[src/rtl/alu_stim_seq.sv]
// ALU stimulus sequencer: LFSR operands, round-robin opcodes, MISR-compacted responses.
// Define ALU_STIM_CORNER_EN to prefix each run with four fixed corner operand pairs.
module alu_stim_seq #(
  parameter int unsigned       NBIT      = 8,
  parameter int unsigned       NOP       = 4,
  parameter int unsigned       OPW       = 2,
  parameter int unsigned       CNTW      = 16,
  parameter logic [2*NBIT-1:0] LFSR_POLY = 'h002D,
  parameter logic [NBIT-1:0]   MISR_POLY = 'h1D
) (
  input  logic              clk,
  input  logic              rst_n,
  input  logic              start,
  input  logic [2*NBIT-1:0] seed,
  input  logic [CNTW-1:0]   num_txn,
  output logic              stim_valid,
  input  logic              stim_ready,
  output logic [OPW-1:0]    alu_op,
  output logic [NBIT-1:0]   alu_in_a,
  output logic [NBIT-1:0]   alu_in_b,
  input  logic              rsp_valid,
  input  logic [NBIT-1:0]   rsp_data,
  output logic              busy,
  output logic              done,
  output logic [NBIT-1:0]   signature,
  output logic              rsp_err
);

  typedef enum logic [1:0] {StIdle, StRun, StDrain, StDone} state_e;

  state_e            state_q, state_d;
  logic [2*NBIT-1:0] lfsr_q, lfsr_d;
  logic [OPW-1:0]    op_q, op_d;
  logic [CNTW-1:0]   issued_q, issued_d;
  logic [CNTW-1:0]   received_q, received_d;
  logic [CNTW-1:0]   num_q, num_d;
  logic [NBIT-1:0]   sig_q, sig_d;
  logic              err_q, err_d;

  logic              run;
  logic              xfer;
  logic              rsp_active;
  logic [CNTW-1:0]   issued_eff;
  logic              corner_phase;
  logic [NBIT-1:0]   corner_a, corner_b;

`ifdef ALU_STIM_CORNER_EN
  // Corner pairs are indexed by the issue count, so the LFSR holds still until txn 4.
  assign corner_phase = (issued_q < CNTW'(4));

  always_comb begin
    corner_a = '0;
    corner_b = '0;
    unique case (issued_q[1:0])
      2'd0: begin
        corner_a = '0;
        corner_b = '0;
      end
      2'd1: begin
        corner_a = '1;
        corner_b = '1;
      end
      2'd2: begin
        corner_a = {1'b1, {(NBIT-1){1'b0}}};
        corner_b = NBIT'(1);
      end
      2'd3: begin
        corner_a = NBIT'(1);
        corner_b = {1'b1, {(NBIT-1){1'b0}}};
      end
    endcase
  end
`else
  assign corner_phase = 1'b0;
  assign corner_a     = '0;
  assign corner_b     = '0;
`endif

  assign run        = (state_q == StRun);
  assign xfer       = run && stim_ready;
  assign rsp_active = (state_q == StRun) || (state_q == StDrain);
  // A zero-latency DUT may answer the stimulus being transferred this very cycle.
  assign issued_eff = issued_q + {{(CNTW-1){1'b0}}, xfer};

  assign stim_valid = run;
  assign alu_op     = run ? op_q : '0;
  assign alu_in_a   = !run ? '0 : (corner_phase ? corner_a : lfsr_q[2*NBIT-1:NBIT]);
  assign alu_in_b   = !run ? '0 : (corner_phase ? corner_b : lfsr_q[NBIT-1:0]);
  assign busy       = rsp_active;
  assign done       = (state_q == StDone);
  assign signature  = sig_q;
  assign rsp_err    = err_q;

  always_comb begin
    state_d    = state_q;
    lfsr_d     = lfsr_q;
    op_d       = op_q;
    issued_d   = issued_q;
    received_d = received_q;
    num_d      = num_q;
    sig_d      = sig_q;
    err_d      = err_q;

    if (rsp_active && rsp_valid) begin
      if (received_q < issued_eff) begin
        received_d = received_q + CNTW'(1);
        sig_d      = {sig_q[NBIT-2:0], 1'b0} ^ (sig_q[NBIT-1] ? MISR_POLY : '0) ^ rsp_data;
      end else begin
        err_d = 1'b1;
      end
    end

    unique case (state_q)
      StIdle, StDone: begin
        if (start) begin
          num_d      = num_txn;
          lfsr_d     = (seed == '0) ? (2*NBIT)'(1) : seed;
          op_d       = '0;
          issued_d   = '0;
          received_d = '0;
          sig_d      = '0;
          err_d      = 1'b0;
          state_d    = (num_txn == '0) ? StDone : StRun;
        end
      end
      StRun: begin
        if (xfer) begin
          issued_d = issued_q + CNTW'(1);
          if (!corner_phase) begin
            lfsr_d = {lfsr_q[2*NBIT-2:0], 1'b0} ^ (lfsr_q[2*NBIT-1] ? LFSR_POLY : '0);
          end
          op_d = (op_q == OPW'(NOP - 1)) ? '0 : op_q + OPW'(1);
          if (issued_d == num_q) begin
            state_d = StDrain;
          end
        end
      end
      StDrain: begin
        if (received_d == issued_q) begin
          state_d = StDone;
        end
      end
    endcase
  end

  always_ff @(posedge clk or negedge rst_n) begin
    if (!rst_n) begin
      state_q    <= StIdle;
      lfsr_q     <= '0;
      op_q       <= '0;
      issued_q   <= '0;
      received_q <= '0;
      num_q      <= '0;
      sig_q      <= '0;
      err_q      <= 1'b0;
    end else begin
      state_q    <= state_d;
      lfsr_q     <= lfsr_d;
      op_q       <= op_d;
      issued_q   <= issued_d;
      received_q <= received_d;
      num_q      <= num_d;
      sig_q      <= sig_d;
      err_q      <= err_d;
    end
  end

endmodule

[config.mk]
export PLATFORM = sky130hd
export DESIGN_NAME = alu_stim_seq
export DESIGN_NICKNAME = d
export VERILOG_FILES = /design/src/rtl/alu_stim_seq.sv
export SDC_FILE = /design/constraint.sdc
export NUM_CORES = 1
export LEC_CHECK = 0
export BUFFER_PORTS_ARGS = -buffer_cell sky130_fd_sc_hd__buf_4
export CAP_MARGIN = 30
export CORE_MARGIN = 2
export CORE_UTILIZATION = 50
export DETAILED_ROUTE_END_ITERATION = 8
export PLACE_DENSITY = 0.71
export SLEW_MARGIN = 20
export SYNTH_ARGS = -nofsm -noshare
export SYNTH_HDL_FRONTEND = slang
export SYNTH_SLANG_ARGS = --single-unit
[constraint.sdc]
create_clock -name clk -period 5.2 [get_ports clk]
set_clock_uncertainty 0.05 [all_clocks]
set_input_delay 0 -clock clk [delete_from_list [all_inputs] [get_ports clk]]
set_output_delay 0 -clock clk [all_outputs]
set_load 0.005 [all_outputs]
==> metrics.cfg <==
[floorplanning]
io_pins = 75
die_area_sq_um = 11500
fp.dieW_um = 107
fp.coreArea_sq_um = 10400
rows = 37
start_util_pct = 51.5
die_h_um = 107

[worst_setup_path]
arrival_ns = 4.87
cp_slowest_cell = a31oi_4
critPathMaxStageDelay_ns = 0.47
cp.required_ns = 5.38
cp_cell_sequence = inv_1 > ha_1 > and2_1 > ha_1 > ha_1 > nand3_1 > nor2_1 > nand4_1 > xor2_1 > ha_1 > nand4_1 > a311oi_1 > a31oi_4 > nand4_1 > a32o_1 > a2111o_1 > o41ai_2 > o2111ai_1 > mux2i_1
path_delay_family = compound AO/OA/AOI/OAI gates
end_kind = flip-flop
cp_max_fo = 16
startpoint_type = flip-flop
cp.buffers_inverters = 1
crit_top_cell = ha_1
reg2reg_slack_ns = 0.51
critPathKind = reg2reg

[timing]
maxSlewViolCount = 0
rsz0062_at_grt = no
hold_violations = 0
period_minus_slack_ns = 4.69
relSlewSlack_pct = 50.3
fmax_mhz = 213
whs_ns = 0.0136
tightest_slew_ns = 0.743
setup_viol_count_final = 0
setup_slack_ns = 0.511
fin_crit_sh_pct = 90.2
finalSetupTns_ns = 0

[grt]
grt.total_usage_pct = 27.8
grt_pass1_wl_mm = 25.1
antenna_found_initial = 0
grt_overflow_total = 0
grt_max_degree = 58
grt_pass1_vias = 4971

[finish]
fin_util_pct = 63.2
final_common_cell = nand2_1
drive_above_1_share_pct = 13.5
final.fill_count = 897
layoutNonFillerInstCount = 886
fin_nets = 813
finalInstanceArea_sq_um = 6560
mostFrequentLayoutCells = nand2_1 (102), buf_4 (79), dfrtp_1 (77), nor2_1 (61), o21ai_0 (56)
area_delta_synth_final_pct = 22.7
diodes = 0

[outcome]
status = complete, no violations

[placed_design]
dp_hpwl_mm = 10.8
gp_congestion = 0.960
dp.cells = 832
place_ws_ns = 0.556
place_area_sq_um = 5970
port-buffer-count = 74

[power_and_ir_drop]
p_total_mw = 2.89
p_leak_nw = 2.89
vdd_drop_max_v = 0.000281
p_per_area_nw_per_um2 = 441

[clocking]
tritoncts = done
cts_resized = 0
cts_sinks = 77
htreeDepth = 3
cts_setup_buffers = 0
cts_buffer_depth = 2
clock_latency_ns = 0.36
path_clk_slew_ns = 0.09
cts_root_buf = clkbuf_8
cts_buffers = 9

[routing]
avgViaCountPerCell = 5.90
wl_per_cell_um = 17.4
antenna_left = 0
drc_errors = 0
dr.first_iter.drc_count = 512
num_vias = 5225
routed_wirelength_mm = 15.5
drt_first_pass_iters = 5

[logic_synthesis]
syn_inst = 656
ys_ff_latch = 77
synth.distinct_cells = 52
synth_top_area_share_pct = 36.1
synth_edf_count = 0
yosys.area.top_type = dfrtp_1
yosys_most_used_dff = dfrtp_1
yosys_warnings = 0
ys_seq_area_share_pct = 36.1
syn_nets = 724
synth_area_sq_um = 5340
ys_async_sr_fraction_pct = 100
postSynthAreaPerCell_sq_um = 8.14
yosys-top-cells-area = dfrtp_1 (36%), xnor2_1 (7.5%), nand2_1 (7.2%)

[run]
cap_violations = 0

[worst_hold_path]
hold_path_class = in2async

-- repair_timing --
item | in CTS | in global routing
hold buffers | 38 | 0
setup endpoints to repair | 0 | 0
endpoints found under the hold margin | 114 | 0
-- state kept, by name, indices dropped and copies added (netlist names) --
name        cells
issued_q       16
lfsr_q         16
num_q          16
received_q     16
signature       8
op_q            2
state_q         2
rsp_err         1
-- area by class of cell --
| cell class | count | area (sq um) | share of cell area, % |
|---|---|---|---|
| Sequential cell | 77 | 1930 | 29.4 |
| Tap cell | 136 | 170 | 2.60 |
| Clock inverter | 5 | 58.8 | 0.897 |
| Inverter | 14 | 52.6 | 0.802 |
| Timing Repair Buffer | 118 | 1000 | 15.3 |
| Multi-Input combinational cell | 525 | 3200 | 48.9 |
| Clock buffer | 11 | 141 | 2.16 |
-- synth_stat cells (2+ instances only) --
cell       count
a2111o_1       2
a2111oi_0      2
a211oi_1       2
a21oi_1       42
a22o_1         3
a22oi_1        2
a311oi_1       2
a31oi_1        4
a32o_1         2
a41oi_1        3
and2_1        25
and3_1         5
and4_1         2
clkbuf_1      38
dfrtp_1       77
ha_1          23
inv_1         14
mux2i_1        6
nand2_1      102
nand2b_1       6
nand3_1       20
nand3b_1       3
nand4_1       21
nor2_1        61
nor2b_1        4
nor3_1        10
nor4_1        12
o2111ai_1      2
o211ai_1       3
o21ai_0       56
o22ai_1        3
o31ai_1        5
or3_1          3
xnor2_1       46
xor2_1        28
-- per-layer routing --
| layer | wire length (um) | GRT usage [%] | vias to the layer above |
|---|---|---|---|
| li1 | - | - | 2470 |
| met1 | 6650 | 37.8 | 2493 |
| met2 | 7330 | 44.4 | 227 |
| met3 | 1130 | 5.39 | 35 |
| met4 | 343 | 9.62 | 0 |
| met5 | 0 | 0 | - |
-- logic make-up (layout without fill, tap and decap cells) --
kind of cell,after synthesis,count (layout),share of synthesized area [%]
AND/OR/NAND/NOR,279,279,24.9
multiplexers,7,7,1.34
AO/OA/AOI/OAI,142,142,16.3
XOR/XNOR,74,74,12.1
adder cells (fa/ha/maj),23,23,5.39
flip-flops,77,77,36.1
buffers and inverters,54,148,3.94
-- path summary, 6_finish.rpt --
| check | from | to | cells after the start |
|---|---|---|---|
| worst max-delay path | state_q[1] | state_q[1] | 19 |
| worst min-delay path | rst_n | received_q[10] | 2 |
| worst max register to register | state_q[1] | state_q[1] | 19 |
| worst min register to register | lfsr_q[11] | lfsr_q[11] | 2 |
| max in group asynchronous | rst_n | received_q[9] | 3 |
| min in group clk | rsp_data[2] | signature[2] | 6 |
-- report_power, final --
part | switching [mW] | internal [mW] | leakage (nW)
clock network | 0.245 | 0.236 | 0.0959
registers | 0.175 | 0.777 | 1.01
logic | 0.857 | 0.602 | 1.78
No activity file was read; power rests on OpenSTA's default activity.
